==> src/rtl/execute_stage_p_if.sv <==
// rtl/execute_stage_p_if.sv - decode-side and memory-side handshake bundle for the Y86-64 execute stage
interface execute_stage_p_if #(
    parameter int W = 64
) ();
    logic         in_valid;
    logic         in_ready;
    logic [3:0]   icode;
    logic [3:0]   ifun;
    logic [W-1:0] valA;
    logic [W-1:0] valB;
    logic [W-1:0] valC;
    logic         out_valid;
    logic         out_ready;
    logic [W-1:0] valE;
    logic         cnd;
    logic [2:0]   cc;
    logic         err;

    modport master (
        output in_valid, icode, ifun, valA, valB, valC, out_ready,
        input  in_ready, out_valid, valE, cnd, cc, err
    );

    modport slave (
        input  in_valid, icode, ifun, valA, valB, valC, out_ready,
        output in_ready, out_valid, valE, cnd, cc, err
    );
endinterface

==> src/rtl/execute_stage_p.sv <==
// rtl/execute_stage_p.sv - Y86-64 execute stage: ALU, condition codes, Cnd; EXEC_MUL_EN adds iterative mulq
module execute_stage_p #(
    parameter int W          = 64,
    parameter int STACK_STEP = 8
) (
    input logic              clk,
    input logic              rst_n,
    execute_stage_p_if.slave bus
);
    localparam int CW = $clog2(W);

`ifdef EXEC_MUL_EN
    typedef enum logic [1:0] {IDLE, MUL, DONE} state_t;
`else
    typedef enum logic [1:0] {IDLE} state_t;
`endif

    state_t       state;
    logic         out_valid_q, cnd_q, err_q;
    logic [W-1:0] val_e_q;
    logic [2:0]   cc_q;

    logic [W-1:0] alu_a, alu_b, res;
    logic [1:0]   fn;
    logic         of_res, is_op, is_mul, illegal, cond_raw, cond_hit, accept;
    logic         zf, sf, of;

`ifdef EXEC_MUL_EN
    logic [W-1:0]  acc, mcand, mplier;
    logic [CW-1:0] cnt;
`endif

    assign zf = cc_q[2];
    assign sf = cc_q[1];
    assign of = cc_q[0];

    assign bus.in_ready  = (state == IDLE) && (!out_valid_q || bus.out_ready);
    assign bus.out_valid = out_valid_q;
    assign bus.valE      = val_e_q;
    assign bus.cnd       = cnd_q;
    assign bus.cc        = cc_q;
    assign bus.err       = err_q;

    assign accept = bus.in_valid && bus.in_ready;
    assign is_op  = (bus.icode == 4'h6);
`ifdef EXEC_MUL_EN
    assign is_mul = is_op && (bus.ifun == 4'h4);
`else
    assign is_mul = 1'b0;
`endif
    assign illegal = is_op && (bus.ifun > 4'h3) && !is_mul;

    always_comb begin
        alu_a = '0;
        alu_b = '0;
        fn    = 2'd0;
        case (bus.icode)
            4'h2:       alu_a = bus.valA;
            4'h3:       alu_a = bus.valC;
            4'h4, 4'h5: begin alu_a = bus.valC; alu_b = bus.valB; end
            4'h6:       begin alu_a = bus.valA; alu_b = bus.valB; fn = bus.ifun[1:0]; end
            4'h8, 4'hA: begin alu_a = '0 - W'(STACK_STEP); alu_b = bus.valB; end
            4'h9, 4'hB: begin alu_a = W'(STACK_STEP); alu_b = bus.valB; end
            default:    ;
        endcase
    end

    always_comb begin
        res    = '0;
        of_res = 1'b0;
        case (fn)
            2'd0: begin
                res    = alu_b + alu_a;
                of_res = (alu_a[W-1] == alu_b[W-1]) && (res[W-1] != alu_a[W-1]);
            end
            2'd1: begin
                res    = alu_b - alu_a;
                of_res = (alu_a[W-1] != alu_b[W-1]) && (res[W-1] != alu_b[W-1]);
            end
            2'd2:    res = alu_b & alu_a;
            default: res = alu_b ^ alu_a;
        endcase
    end

    // Conditions read the flags as they stand before this edge.
    always_comb begin
        cond_raw = 1'b0;
        case (bus.ifun)
            4'h0:    cond_raw = 1'b1;
            4'h1:    cond_raw = (sf ^ of) | zf;
            4'h2:    cond_raw = sf ^ of;
            4'h3:    cond_raw = zf;
            4'h4:    cond_raw = !zf;
            4'h5:    cond_raw = !(sf ^ of);
            4'h6:    cond_raw = !(sf ^ of) && !zf;
            default: cond_raw = 1'b0;
        endcase
        cond_hit = ((bus.icode == 4'h2) || (bus.icode == 4'h7)) && cond_raw;
    end

    always_ff @(posedge clk) begin
        if (!rst_n) begin
            state       <= IDLE;
            out_valid_q <= 1'b0;
            val_e_q     <= '0;
            cnd_q       <= 1'b0;
            err_q       <= 1'b0;
            cc_q        <= 3'b100;
`ifdef EXEC_MUL_EN
            acc    <= '0;
            mcand  <= '0;
            mplier <= '0;
            cnt    <= '0;
`endif
        end else begin
            case (state)
                IDLE: begin
                    if (accept) begin
`ifdef EXEC_MUL_EN
                        if (is_mul) begin
                            state       <= MUL;
                            out_valid_q <= 1'b0;
                            acc         <= '0;
                            mcand       <= bus.valB;
                            mplier      <= bus.valA;
                            cnt         <= '0;
                        end else
`endif
                        begin
                            out_valid_q <= 1'b1;
                            val_e_q     <= illegal ? '0 : res;
                            cnd_q       <= cond_hit;
                            err_q       <= illegal;
                            if (is_op && !illegal)
                                cc_q <= {(res == '0), res[W-1], of_res};
                        end
                    end else if (out_valid_q && bus.out_ready) begin
                        out_valid_q <= 1'b0;
                    end
                end
`ifdef EXEC_MUL_EN
                MUL: begin
                    if (mplier[0])
                        acc <= acc + mcand;
                    mcand  <= mcand << 1;
                    mplier <= mplier >> 1;
                    cnt    <= cnt + 1'b1;
                    if (cnt == CW'(W - 1))
                        state <= DONE;
                end
                DONE: begin
                    state       <= IDLE;
                    out_valid_q <= 1'b1;
                    val_e_q     <= acc;
                    cnd_q       <= 1'b0;
                    err_q       <= 1'b0;
                    cc_q        <= {(acc == '0), acc[W-1], 1'b0};
                end
`endif
                default: state <= IDLE;
            endcase
        end
    end
endmodule
==> src/flat_wrapper.sv <==
// flat-port wrapper written by rule: the top's interface ports become plain ports
module execute_stage_p_flat 
#(
    parameter int W          = 64,
    parameter int STACK_STEP = 8
)
  (clk, rst_n, bus_in_valid, bus_icode, bus_ifun, bus_valA, bus_valB, bus_valC, bus_out_ready, bus_in_ready, bus_out_valid, bus_valE, bus_cnd, bus_cc, bus_err);
  execute_stage_p_if #(.W(W)) bus_i ();
  input logic clk;
  input logic rst_n;
  input wire logic [$bits(bus_i.in_valid)-1:0] bus_in_valid;
  input wire logic [$bits(bus_i.icode)-1:0] bus_icode;
  input wire logic [$bits(bus_i.ifun)-1:0] bus_ifun;
  input wire logic [$bits(bus_i.valA)-1:0] bus_valA;
  input wire logic [$bits(bus_i.valB)-1:0] bus_valB;
  input wire logic [$bits(bus_i.valC)-1:0] bus_valC;
  input wire logic [$bits(bus_i.out_ready)-1:0] bus_out_ready;
  output wire logic [$bits(bus_i.in_ready)-1:0] bus_in_ready;
  output wire logic [$bits(bus_i.out_valid)-1:0] bus_out_valid;
  output wire logic [$bits(bus_i.valE)-1:0] bus_valE;
  output wire logic [$bits(bus_i.cnd)-1:0] bus_cnd;
  output wire logic [$bits(bus_i.cc)-1:0] bus_cc;
  output wire logic [$bits(bus_i.err)-1:0] bus_err;
  assign bus_i.in_valid = bus_in_valid;
  assign bus_i.icode = bus_icode;
  assign bus_i.ifun = bus_ifun;
  assign bus_i.valA = bus_valA;
  assign bus_i.valB = bus_valB;
  assign bus_i.valC = bus_valC;
  assign bus_i.out_ready = bus_out_ready;
  assign bus_in_ready = bus_i.in_ready;
  assign bus_out_valid = bus_i.out_valid;
  assign bus_valE = bus_i.valE;
  assign bus_cnd = bus_i.cnd;
  assign bus_cc = bus_i.cc;
  assign bus_err = bus_i.err;
  execute_stage_p #(.W(W), .STACK_STEP(STACK_STEP)) u_core (.clk(clk), .rst_n(rst_n), .bus(bus_i));
endmodule
==> config.mk <==
export PLATFORM = sky130hd
export DESIGN_NAME = execute_stage_p_flat
export DESIGN_NICKNAME = d
export VERILOG_FILES = /design/src/rtl/execute_stage_p_if.sv /design/src/rtl/execute_stage_p.sv /design/src/flat_wrapper.sv
export SDC_FILE = /design/constraint.sdc
export NUM_CORES = 1
export LEC_CHECK = 0
export ABC_AREA = 1
export BUFFER_PORTS_ARGS = -buffer_cell sky130_fd_sc_hd__buf_2
export CELL_PAD_IN_SITES_DETAIL_PLACEMENT = 2
export CELL_PAD_IN_SITES_GLOBAL_PLACEMENT = 2
export CORE_MARGIN = 2
export CORE_UTILIZATION = 29
export CTS_CLUSTER_DIAMETER = 50
export DETAILED_ROUTE_END_ITERATION = 10
export PLACE_DENSITY = 0.95
export SLEW_MARGIN = 20
export SYNTH_ARGS = -nofsm -noshare
export SYNTH_HDL_FRONTEND = slang
export SYNTH_SLANG_ARGS = --single-unit
export TNS_END_PERCENT = 20
==> constraint.sdc <==
create_clock -name clk -period 5.5 [get_ports clk]
set_clock_uncertainty 0.15 [all_clocks]
set_input_delay 0.825 -clock clk [delete_from_list [all_inputs] [get_ports clk]]
set_output_delay 0.825 -clock clk [all_outputs]
set_load 0.005 [all_outputs]
==> metrics.md <==
| Metric | Value |
|---|---|
| Status | completed |
| Worst Setup End Kind | register |
| Hold buffers post-CTS | 0 |
| EDFF count, synth | 0 |
| Final worst-path cycle share | 0.9804 |
| Rel. slew slack | 0.3689 |
| Remaining Overflow, GRT | 0 |
| Global-route wire length before repair | 170700 um |
| Post-route ant nets | 0 |
| Worst-Skew Late Latency | 0.35 ns |
| Syn Inst Count | 3494 |
| FILL cells | 8138 |
| Die W | 250.1 um |
| Max Slew Vio Count | 0 |
| Top post-synthesis cells by count | nand2_1 (1182), inv_1 (680), nand3_1 (381), nor2_1 (303), a21oi_1 (193) |
| Reg power frac | 0.150 |
| Longest Clk Path Bufs | 2 |
| Leakage | 11.80 nW |
| Routed length per instance | 25.62 um |
| CTS clk-pin slew, worst paths | 0.07 ns |
| Remaining DRCs | 0 |
| TritonCTS clock tree | built |
| CP most frequent cell | nand2_1 |
| Post-synth top area share | 0.2526 |
| Largest cells by area after synthesis | nand2_1 (25%), inv_1 (15%), nand3_1 (11%) |
| Syn_nets | 3832 |
| Sequential fraction of the synthesis area | 0.07978 |
| Gr usage total | 0.3577 |
| Clk root buf | clkbuf_16 |
| Num CTS Buffers | 9 |
| Comb power frac | 0.688 |
| Routability cong. | 1.084 |
| Worst-path fanout max | 20 |
| Sink Count | 70 |
| Fin util | 0.3352 |
| Max stage delay on crit path | 0.59 ns |
| DRT iter0 DRCs | 2142 |
| Unrepaired setup endpoints after global routing | no |
| Area post-placement | 19780 um2 |
| Synth warnings | 0 |
| Die Height | 250.1 um |
| Core area | 60130 um2 |
| Vias in the first global route | 27020 |
| PD cells | 191.0 nW/um2 |
| Hold_ws | 0.3130 ns |
| Postcts setup bufs | 0 |
| WP data arrival | 5.54 ns |
| Layout Cell Area excl Fill | 20160 um2 |
| Final #Nets | 4051 |
| Drt pass-1 iters | 6 |
| Layout area overhead | 14.76% |
| Syn Area/Cell | 5.027 um2 |
| CTS resizes | 2 |
| Clock power share | 0.162 |
| Setup TNS | 0 ns |
| Vias/cell | 5.641 |
| Startpoint types | primary input |
| Die area | 62550 um2 |
| Initial antenna violation count | 3 |
| Slowest cell on the critical path | a221oi_2 |
| Synth unique cells | 51 |
| Mapped cell area | 17560 um2 |
| Largest net degree at the start of global routing | 67 |
| Via count | 25390 |
| Layout cells sized above 1 | 0.1361 |
| Sw frac | 0.5773 |
| Ys flop type | dfxtp_1 |
| Final setup violation count | 0 |
| WL final | 115300 um |
| Initial Util | 0.2921 |
| P_sw | 2.223 mW |
| Maximum VDD drop | 0.0001590 V |
| Synthesized flop and latch total | 70 |
| Asr flop ratio synth | 0 |
| Area leader, netlist | nand2_1 |
| Critical Path RT | 5.65 ns |
| Port Buffers | 274 |
| CP Launch Point | bus_icode[0] |
| Final min period | 5.392 ns |
| Final Hold Fails | 0 |
| Critical path class | primary input to register |
| DP Wirelength | 98330 um |
| FF-to-FF Start | u_core.bus.out_valid |
| Max-cap violations | 0 |
| Rows | 90 |
| Fmax | 0.1855 GHz |
| Ports | 275 |
| CTS H-tree depth | 3 |
| Slew @ Worst Pin | 0.9453 ns |
| Min-delay worst type | register to register |
| Most frequently used cell type in the post-synthesis netlist | nand2_1 |
| Int Power | 1.628 mW |
| Hold Startpoint | u_core.bus.valE[58] |
[per-layer routing]
| metal | vias up | global-route usage | share of wire |
|---|---|---|---|
| li1 | 11270 | - | - |
| met1 | 12480 | 0.4562 | 0.42 |
| met2 | 1279 | 0.5818 | 0.45 |
| met3 | 353 | 0.06079 | 0.081 |
| met4 | 4 | 0.1760 | 0.053 |
| met5 | - | 0 | 0.00023 |
[area by class of cell]
class	count	area, um2	area share
Clock inverter	6	61.31	0.003042
Inverter	703	2639	0.1309
Clock buffer	10	239.0	0.01186
Multi-Input combinational cell	2593	12900	0.6399
Sequential cell	70	1401	0.06952
Antenna cell	1	2.502	0.0001241
Tap cell	782	978.4	0.04854
Timing Repair Buffer	336	1937	0.09609
[placed cells by master, fill, tap and decap left out, types with 3 or more instances in the layout]
cell type     n
nand2_1    1181
inv_1       679
nand3_1     381
nor2_1      298
buf_2       274
a21oi_1     191
ha_1        121
o21ai_0     114
dfxtp_1      70
a221oi_1     57
buf_4        54
nor2_2       47
nand4_1      29
nand2_2      28
o21bai_1     26
inv_2        23
nor3_1       19
ha_2         11
o21ai_1       9
clkbuf_16     9
nor3_2        8
nand3_2       8
buf_12        8
nor2_4        7
and2_1        7
or2_2         7
a21oi_2       6
o22ai_1       3
or2_1         3
nand3b_1      3
clkinv_2      3
[kinds of logic (layout without fill, tap and decap cells)]
family | count (synthesis) | in the layout | share of synthesized area
compound gates | 424 | 424 | 0.1413
xor+xnor | 4 | 4 | 0.001995
fa+ha+maj | 134 | 134 | 0.09631
buf+inv | 831 | 1055 | 0.1918
flops | 70 | 70 | 0.07978
other cells | 0 | 1 | 0
simple gates | 2031 | 2031 | 0.4889
[critical path: cells and delay by family]
| family | cells | cell delay, ns |
|---|---|---|
| AND/OR/NAND/NOR | 21 | 3.25 |
| buffers and inverters | 3 | 0.41 |
| AO/OA/AOI/OAI | 1 | 0.59 |
| adder cells (fa/ha/maj) | 1 | 0.40 |
[per-stage QoR]
step / total power [mW] / setup slack [ns] / instances
2_1_floorplan: 2.076 / 1.403 / 3494
3_3_place_gp: 2.928 / -0.4366 / 4484
3_5_place_dp: 3.105 / -0.6232 / 4484
4_1_cts: 3.740 / 0.01073 / 4500
5_1_grt: 4.038 / 0.05468 / 4500
6_report: 3.850 / 0.1080 / 4501
[worst paths after layout]
path	slack [ns]	cells past startpoint	to
max	0.11	26	u_core.bus.cc[2]
min	0.31	2	u_core.bus.valE[58]
max reg2reg	2.83	15	u_core.bus.cc[2]
min reg2reg	0.31	2	u_core.bus.valE[58]
[power groups by stage]
stage | Sequential, mW | Combinational, mW | Clock, mW
floorplan | 0.587 | 1.49 | 0
global placement | 0.584 | 2.34 | 0
detailed placement | 0.587 | 2.52 | 0
CTS | 0.577 | 2.53 | 0.631
global route | 0.581 | 2.81 | 0.645
finish | 0.577 | 2.65 | 0.624
[registers in the layout, indices dropped and copies added (netlist names)]
name	flops
u_core.bus.valE	64
u_core.bus.out_valid	1
u_core.bus.cnd	1
u_core.bus.err	1
u_core.bus.cc	3
(Power assumes the default switching activity.)
